==> src/rtl/slot_game_ctrl.sv <==
// Three-reel slot machine controller: credit/bet bookkeeping, staggered reel stop,
// payline evaluation and cash-out. LFSR-driven spin extension when RAND_EN is set.
module slot_game_ctrl #(
    parameter int unsigned SPIN_MIN    = 32,
    parameter int unsigned STAGGER     = 16,
    parameter logic [9:0]  CREDIT_INIT = 10'd100,
    parameter bit          RAND_EN     = 1'b1
) (
    input  logic       clk,
    input  logic       rst,
    input  logic       frame_tick,
    input  logic       btn_bet,
    input  logic       btn_spin,
    input  logic       btn_cash,
    output logic [1:0] reel_pos0,
    output logic [1:0] reel_pos1,
    output logic [1:0] reel_pos2,
    output logic [2:0] reel_stopped,
    output logic       stop,
    output logic [9:0] credits,
    output logic [1:0] bet,
    output logic [9:0] payout,
    output logic       win_pulse,
    output logic       cashout_pulse,
    output logic [9:0] cashout_amount,
    output logic       busy
);
    typedef enum logic [1:0] {IDLE, SPIN, EVAL, PAYOUT} state_t;

    state_t          state_q, state_d;
    logic [9:0]      credits_q, credits_d;
    logic [1:0]      bet_q, bet_d;
    logic [2:0][1:0] pos_q, pos_d;
    logic [2:0]      stopped_q, stopped_d;
    logic [7:0]      cnt_q, cnt_d;
    logic [3:0]      ext_q, ext_d;
    logic [9:0]      payout_q, payout_d;
    logic            win_q, win_d;
    logic            cash_pulse_q, cash_pulse_d;
    logic [9:0]      cash_amt_q, cash_amt_d;
    logic [7:0]      lfsr_q;

    logic [2:0][8:0] thr;
    logic [8:0]      cnt_inc;
    logic [10:0]     sum;
    logic [4:0]      mult;

    assign thr[0]  = 9'(SPIN_MIN) + {5'd0, ext_q};
    assign thr[1]  = thr[0] + 9'(STAGGER);
    assign thr[2]  = thr[0] + 9'(2 * STAGGER);
    assign cnt_inc = {1'b0, cnt_q} + 9'd1;
    assign sum     = {1'b0, credits_q} + {1'b0, payout_q};

    always_comb begin
        case (pos_q[0])
            2'd2:    mult = 5'd10;
            2'd3:    mult = 5'd20;
            default: mult = 5'd5;
        endcase
    end

    always_comb begin
        state_d      = state_q;
        credits_d    = credits_q;
        bet_d        = bet_q;
        pos_d        = pos_q;
        stopped_d    = stopped_q;
        cnt_d        = cnt_q;
        ext_d        = ext_q;
        payout_d     = payout_q;
        win_d        = 1'b0;
        cash_pulse_d = 1'b0;
        cash_amt_d   = cash_amt_q;
        case (state_q)
            IDLE: begin
                // spin > cash > bet; losers in the same cycle are dropped
                if (btn_spin) begin
                    if (credits_q >= {8'd0, bet_q}) begin
                        credits_d = credits_q - {8'd0, bet_q};
                        state_d   = SPIN;
                        stopped_d = 3'b000;
                        cnt_d     = 8'd0;
                        ext_d     = RAND_EN ? lfsr_q[3:0] : 4'd0;
                    end
                end else if (btn_cash) begin
                    cash_amt_d   = credits_q;
                    credits_d    = 10'd0;
                    cash_pulse_d = 1'b1;
                end else if (btn_bet) begin
                    bet_d = (bet_q == 2'd3) ? 2'd1 : bet_q + 2'd1;
                end
            end
            SPIN: begin
                if (frame_tick) begin
                    for (int i = 0; i < 3; i++) begin
                        if ({1'b0, cnt_q} < thr[i]) pos_d[i] = pos_q[i] + 2'd1;
                        if (cnt_inc == thr[i]) stopped_d[i] = 1'b1;
                    end
                    cnt_d = cnt_q + 8'd1;
                    if (cnt_inc == thr[2]) state_d = EVAL;
                end
            end
            EVAL: begin
                if (pos_q[0] == pos_q[1] && pos_q[1] == pos_q[2])
                    payout_d = {8'd0, bet_q} * {5'd0, mult};
                else if (pos_q[0] == pos_q[1])
                    payout_d = {8'd0, bet_q};
                else
                    payout_d = 10'd0;
                state_d = PAYOUT;
            end
            PAYOUT: begin
                credits_d = (sum > 11'd999) ? 10'd999 : sum[9:0];
                win_d     = (payout_q != 10'd0);
                state_d   = IDLE;
            end
            default: state_d = IDLE;
        endcase
    end

    always_ff @(posedge clk) begin
        if (rst) begin
            state_q      <= IDLE;
            credits_q    <= CREDIT_INIT;
            bet_q        <= 2'd1;
            pos_q        <= '0;
            stopped_q    <= 3'b111;
            cnt_q        <= 8'd0;
            ext_q        <= 4'd0;
            payout_q     <= 10'd0;
            win_q        <= 1'b0;
            cash_pulse_q <= 1'b0;
            cash_amt_q   <= 10'd0;
            lfsr_q       <= 8'h01;
        end else begin
            state_q      <= state_d;
            credits_q    <= credits_d;
            bet_q        <= bet_d;
            pos_q        <= pos_d;
            stopped_q    <= stopped_d;
            cnt_q        <= cnt_d;
            ext_q        <= ext_d;
            payout_q     <= payout_d;
            win_q        <= win_d;
            cash_pulse_q <= cash_pulse_d;
            cash_amt_q   <= cash_amt_d;
            lfsr_q       <= {lfsr_q[6:0], lfsr_q[7] ^ lfsr_q[5] ^ lfsr_q[4] ^ lfsr_q[3]};
        end
    end

    assign reel_pos0      = pos_q[0];
    assign reel_pos1      = pos_q[1];
    assign reel_pos2      = pos_q[2];
    assign reel_stopped   = stopped_q;
    assign stop           = &stopped_q;
    assign credits        = credits_q;
    assign bet            = bet_q;
    assign payout         = payout_q;
    assign win_pulse      = win_q;
    assign cashout_pulse  = cash_pulse_q;
    assign cashout_amount = cash_amt_q;
    assign busy           = (state_q != IDLE);
endmodule

==> config.mk <==
export PLATFORM = sky130hd
export DESIGN_NAME = slot_game_ctrl
export DESIGN_NICKNAME = d
export VERILOG_FILES = /design/src/rtl/slot_game_ctrl.sv
export SDC_FILE = /design/constraint.sdc
export NUM_CORES = 1
export LEC_CHECK = 0
export ABC_AREA = 1
export CORE_AREA = 2 2 103 105
export CTS_CLUSTER_DIAMETER = 100
export DETAILED_ROUTE_END_ITERATION = 8
export DIE_AREA = 0 0 105 107
export PLACE_DENSITY = 0.65
export SLEW_MARGIN = 40
export SYNTH_ARGS = -nofsm -noshare
export SYNTH_HDL_FRONTEND = slang
export SYNTH_SLANG_ARGS = --single-unit
==> constraint.sdc <==
create_clock -name clk -period 2.8 [get_ports clk]
set_clock_uncertainty 0.1 [all_clocks]
set_input_delay 0.28 -clock clk [delete_from_list [all_inputs] [get_ports clk]]
set_output_delay 0.28 -clock clk [all_outputs]
set_load 0.02 [all_outputs]
# --- Yosys cells after proc, flatten, opt, wreduce, memory -nomap -nowiden ---
# Cells that the tools add are included.
classes:
  addsub: 11
  n_mul: 1
  magnitude_cmp: 5
  n_eq_ne: 19
  n_mux: 26
  bitwise_logic: 7
  n_reduce_logical: 21
op_table:
  columns: ["cell", "count"]
  rows:
  - ["2-to-1 mux 10 bit", 4]
  - ["2-to-1 mux 8 bit", 3]
  - ["AND reduction 3 bit", 7]
  - ["one-hot mux 10 bit (2 select lines)", 1]
  - ["== test 9 x 8 -> 1 bit", 2]
  - ["less-than comparator 8 bit", 2]
  - ["one-hot mux 8 bit (2 select lines)", 1]
  - ["AND reduction 5 bit", 3]
  - ["2-to-1 mux 2 bit", 6]
  - ["!= test 2 bit (second input constant)", 6]
  - ["AND reduction 4 bit", 3]
  - ["adder 10 x 10 -> 11 bit", 1]
  - ["greater-than comparator 11 x 10 -> 1 bit (second input constant)", 1]
  - ["== test 2 bit (second input constant)", 5]
  - [">= comparator 10 x 2 -> 1 bit", 1]
  - ["one-hot mux 5 bit (2 select lines)", 1]
  - ["nonzero test 10 bit", 1]
  - ["subtractor 10 x 2 -> 10 bit", 1]
  - ["adder 8 x 1 -> 9 bit (second input constant)", 1]
  - ["== test 9 x 7 -> 1 bit", 1]
  - ["2-to-1 mux 3 bit", 3]
  - ["adder 2 x 1 -> 2 bit (second input constant)", 4]
  - ["adder 7 x 5 -> 8 bit (second input constant)", 1]
  - ["adder 7 x 6 -> 8 bit (second input constant)", 1]
  - ["18 further kinds", 30]
word_totals:
  regBits: 65
  input_bits: 6
  out_inout_bits: 45

# --- Longest topological paths before layout ---
# Gate-level depths: netlist (run 1).
depth:
  ltp_word: 6
  depth_mapped: 18
  mapped_depth_nobuf: 18

# --- Worst setup path before layout (run 1) ---
# Ideal clock, no wire load.
synth_timing:
  path_kind: "reg2reg"
  from: "register bet_q[0], in the netlist bet[0]"
  to: "register credits_q[7], in the netlist credits[7]"
  setup_ns: 0.115
  arrival_ns: 2.152
  t_required_ns: 2.585
  path_slack_ns: 0.434
  stages_incl_launch_ff: 15
  n_path_buf: 1
  synth_period_minus_slack_ns: 2.366
  path_cell_list: "dfxtp_1 ha_1 inv_1 fa_1 inv_1 nand3_1 nor2_1 nand3_2 inv_1 nand3_2 nand2_4 inv_2 buf_6 o21ai_1 nor2_1"
synth_between:
  elab_chain_len: 4
synth_rtl:
  columns: ["element", "line", "rtl"]
  rows:
  - ["start, declared", "32", "logic [1:0] bet_q, bet_d;"]
  - ["start signal, assigned", "138", "bet_q <= bet_d;"]
  - ["subtractor 10 x 2 -> 10 bit", "79", "credits_d = credits_q - {8'd0, bet_q};"]
  - ["2-to-1 mux 10 bit", "78", "if (credits_q >= {8'd0, bet_q}) begin"]
  - ["2-to-1 mux 10 bit", "77", "if (btn_spin) begin"]
  - ["one-hot mux 10 bit (2 select lines)", "74", "case (state_q)"]
  - ["end signal, assigned", "137", "credits_q <= credits_d;"]
  - ["end, declared", "31", "logic [9:0] credits_q, credits_d;"]
# Parallel ways exist; a longest one is shown, timed or not. The select of a mux whose other input is x is not followed.
# A chain may end at the register's enable or synchronous reset.

# --- Worst setup path in the final report (run 1) ---
layout_timing:
  from: "register bet_q[1], in the netlist bet[1]"
  to: "register credits_q[3], in the netlist credits[3]"
# The elaborated chain is that of the path after synthesis.

==> summary by stage, run 1 <==
Clock network
The total CTS buffers is 9. The longest clock path from root to sink contains 2 buffers. CTS saw 62 sinks. The cell at the root of the clock tree is sky130_fd_sc_hd__clkbuf_8. TritonCTS built the clock tree. The insertion delay of the later-clocked pin in the worst-skew pair is between 0.3 and 0.4 ns. Clock-pin slew was measured on the worst setup and hold paths at 0.07 ns. The hold buffer count at CTS is 0.

The H-tree depth reported by CTS is 3. The buffers inserted during post-CTS setup optimization is 0.

STA
The total setup violations reported at the end of the flow is 0. Headroom to the max-slew limit came out at 63.2%. The worst path uses 91.0% of the clock period. The actual slew at the worst max-slew pin is about 0.55 ns. Setup repair after global routing left no endpoint under its margin.

The tightest hold path in the finished design has a slack of roughly 0.32 ns. For this run, the top clock speed supported by timing is about 0.39 GHz. The minimum clock period after layout is 2.55 ns. The setup TNS is 0 ns. The max-slew violation total from the final report is 0. The total count of hold-check failures in the final report came to 0.

Critical path
By startpoint and endpoint, the worst setup path is classified as reg2reg. In this run the worst path has a maximum fanout of 11. Data arrives at the worst endpoint at about 2.7 ns.

At the worst endpoint, the required time is ~2.9 ns. The worst register-to-register path ends at credits[3]. The start of the worst register-to-register path is bet[1]. The category of the worst setup path launch point is a register.

The worst-case register-to-register setup slack is 0.25 ns. The nature of the critical path endpoint is a register. The critical path runs through a total of 12 cells. The launching element of the worst setup path is bet[1].

The maximum cell stage delay along the critical path is 0.47 ns. The number of buffers and inverters on the critical path is 4. Walking the worst path, the cells encountered are inv_1 > fa_1 > inv_1 > nand3_1 > nor2_1 > nand3_2 > inv_1 > nand3_2 > nand2_4 > inv_2 > o21ai_1 > a21oi_1.

The endpoint of the most critical setup path is credits[3]. The top cell family by delay on the critical path is simple AND/OR/NAND/NOR gates. The critical-path cell with the highest stage delay is sky130_fd_sc_hd__dfxtp_1. The depth of the worst register-to-register path is 12. The most frequent cell on the critical path is sky130_fd_sc_hd__inv_1.

Place
Summed over all nets, the half-perimeter wirelength after detailed placement is between 7000 and 8000 µm. The final RePlAce weighted congestion is 0.904. Port buffering added 47 buffers.

Synth
The distinct cell type count of the synthesized netlist is 38. By count the netlist is led by sky130_fd_sc_hd__nand2_1, sky130_fd_sc_hd__inv_1, sky130_fd_sc_hd__a21oi_1, sky130_fd_sc_hd__dfxtp_1, sky130_fd_sc_hd__nor2_1. The cell with the most instances after synthesis is sky130_fd_sc_hd__nand2_1. The post-synthesis cell count is 570. The cell type with the largest total area after synthesis is sky130_fd_sc_hd__dfxtp_1.

The fraction of synthesis flops using an asynchronous set or reset pin is 0%. Sorting the synthesized cells by area gives the leading types as sky130_fd_sc_hd__dfxtp_1, sky130_fd_sc_hd__nand2_1, sky130_fd_sc_hd__ha_1. In this run, synthesis inferred 0 flip-flops with an integrated enable.

In this run the cell area of the synthesized design comes to a little under 4000 µm². Each instance of the synthesized netlist takes up on average 6.82 µm². After synthesis, flip-flops and latches occupy between 30% and 40% of the total area. The share of synthesized area in the top cell type comes to 31.9%. The number of warnings issued by yosys is 0. The register bit count reported by yosys is 62. For this run, the leading register cell type out of synthesis is sky130_fd_sc_hd__dfxtp_1.

Detailed routing
The final layout contains routed wiring with a total length of 9720 µm. The detailed router placed ~3,800 vias in this run. The number of vias per cell after detailed routing is ~5. The post-detailed-route DRC marker count is 0. Once detail routing completed, the nets flagged for antenna violations numbered 0. The pre-antenna-repair detailed-routing pass consisted of 4 iterations. The final routed wire length divided by cell count is roughly 13 µm. The count of routing violations after the opening detailed-route iteration is between 100 and 150.

Floorplan
The area enclosed by the die boundary is approximately 11,000 µm². In this run the vertical extent of the chip is between 100 and 150 µm. The width of the die is ~110 µm.

After floorplanning, the core was sized to cover approximately 10,000 µm². The initial core utilization is between 30% and 40%. ~50 I/O pins were placed.

The number of standard-cell rows in the floorplan is 37.

GRT
The number of antenna violations at the first check in global routing was 0. The total overflow left after global routing is 0. The global routing usage summed across all routing layers is between 15 and 20%.

The via count of the first global-routing pass is around 3,500. The global-route wire length before repair is around 16,000 µm. The largest net degree at the start of global routing is 31.

Final layout
Relative to the synthesized area, the layout overhead comes to 21.3%. The area taken by multi-input logic gates is approximately 2200 µm². The share of layout cells above drive strength 1 is between 7 and 8%. Cells fill 46.7% of the core in the end. The sequential cell area is around 1200 µm². The antenna diode instance count is 0. The filler cells instantiated in the layout total about 1,100. The net count of the finished layout is ~660.

Power
The power density of the placed cells is just over 900 nW/µm². Summed over all cells, the static leakage comes to between 0.002 and 0.0025 µW. VDD sags by at most roughly 430 µV.

Job
Max-cap violations in this run came to 0.

Outcome
The flow ran to the end, and the final reports show no timing, DRC or antenna violations.

Min path
The path category of the worst min-delay check is reg2reg.
==> metrics by stage <==
| step | area (µm²) | std cells | total power, µW | setup slack, ns |
|---|---|---|---|---|
| finish | 4710 | 768 | 4270 | 0.252 |
| global route | 4710 | 768 | 4630 | 0.0446 |
| CTS | 4710 | 768 | 4310 | 0.221 |
| detailed placement | 4540 | 752 | 3580 | 0.234 |
| global placement | 4540 | 752 | 3550 | 0.365 |
| floorplan | 3890 | 572 | 2800 | 0.434 |
==> where the power goes <==
group          switching, µW  leakage, µW  total, µW  internal, µW
registers                200     0.000507       1270          1070
logic                   1390      0.00160       2290           903
clock network            366    0.0000776        709           344
total                   1950      0.00219       4270          2320
==> flip-flops by register name (all words and copies together), names as in the netlist <==
name / count
lfsr_q: 8
cashout_amount: 10
reel_pos1: 2
credits: 10
cnt_q: 8
reel_pos0: 2
state_q: 2
reel_pos2: 2
win_pulse: 1
payout: 7
bet: 2
reel_stopped: 3
cashout_pulse: 1
ext_q: 4
==> layout by cell type (no fill, tap or decap), drive strengths merged, types with 6 or more instances in the layout <==
cell,count
nand3b,6
clkdlybuf4s50,47
nor2,64
a21oi,66
ha,27
nand2,127
buf,12
nand3,31
dfxtp,62
xor2,11
clkbuf,11
o21ai,39
nand4,7
inv,84
==> worst reg2reg max path: cells and delay by family (launching register included) <==
| family | cells | cell delay (ns) |
|---|---|---|
| buf+inv | 4 | 0.51 |
| simple gates | 5 | 0.71 |
| flops | 1 | 0.47 |
| fa+ha+maj | 1 | 0.45 |
| compound gates | 2 | 0.21 |
==> cell type report <==
cell class              instances  area share [%]
clock buffers                  11            3.00
clock inverters                 5           0.743
inverters                      84            6.69
multi-input cells             411            47.7
flip-flops and latches         62            26.4
well taps                     136            3.61
repair buffers                 59            11.9
==> per-layer routing <==
layer	routed length (µm)	vias up	global-route usage [%]
met1	4270	1744	20.0
li1	-	1943	-
met5	0	-	0
met4	218	0	6.00
met2	4880	59	32.6
met3	344	14	3.53
==> what timing repair did <==
item / 4_1_cts / 5_1_grt
setup endpoints to repair: 0 / 5
gates resized for setup: 0 / 1
endpoints found under the hold margin: 0 / 0
==> worst min-delay path by stage <==
stage | from | endpoint | slack (ns) | depth (start not counted)
final | lfsr_q[6] | lfsr_q[7] | 0.32 | 2
after global routing | lfsr_q[6] | lfsr_q[7] | 0.35 | 2
after CTS | lfsr_q[6] | lfsr_q[7] | 0.32 | 2
after detailed placement | lfsr_q[6] | lfsr_q[7] | 0.29 | 2
after global placement | lfsr_q[6] | lfsr_q[7] | 0.30 | 2
after floorplan | lfsr_q[6] | lfsr_q[7] | 0.29 | 2
==> cells by family (layout without fill, tap and decap cells) <==
logic type	count (synthesis)	in the layout	share of synthesized area (%)
flops	62	62	31.9
other cells	1	3	0.0965
compound gates	117	117	15.9
xor+xnor	15	15	3.38
fa+ha+maj	30	30	10.2
simple gates	246	246	28.1
buf+inv	99	159	10.4
(Power assumes the default switching activity.)
==> inputs of run 2 (changes only) <==
--- a/config.mk
+++ b/config.mk
@@ -11,6 +11,7 @@
 export DETAILED_ROUTE_END_ITERATION = 8
 export DIE_AREA = 0 0 105 107
 export PLACE_DENSITY = 0.65
+export SKIP_LAST_GASP = 1
 export SLEW_MARGIN = 40
 export SYNTH_ARGS = -nofsm -noshare
 export SYNTH_HDL_FRONTEND = slang
==> results of run 2 <==
No change in the layout: final DEF, timing and power equal those of run 1.
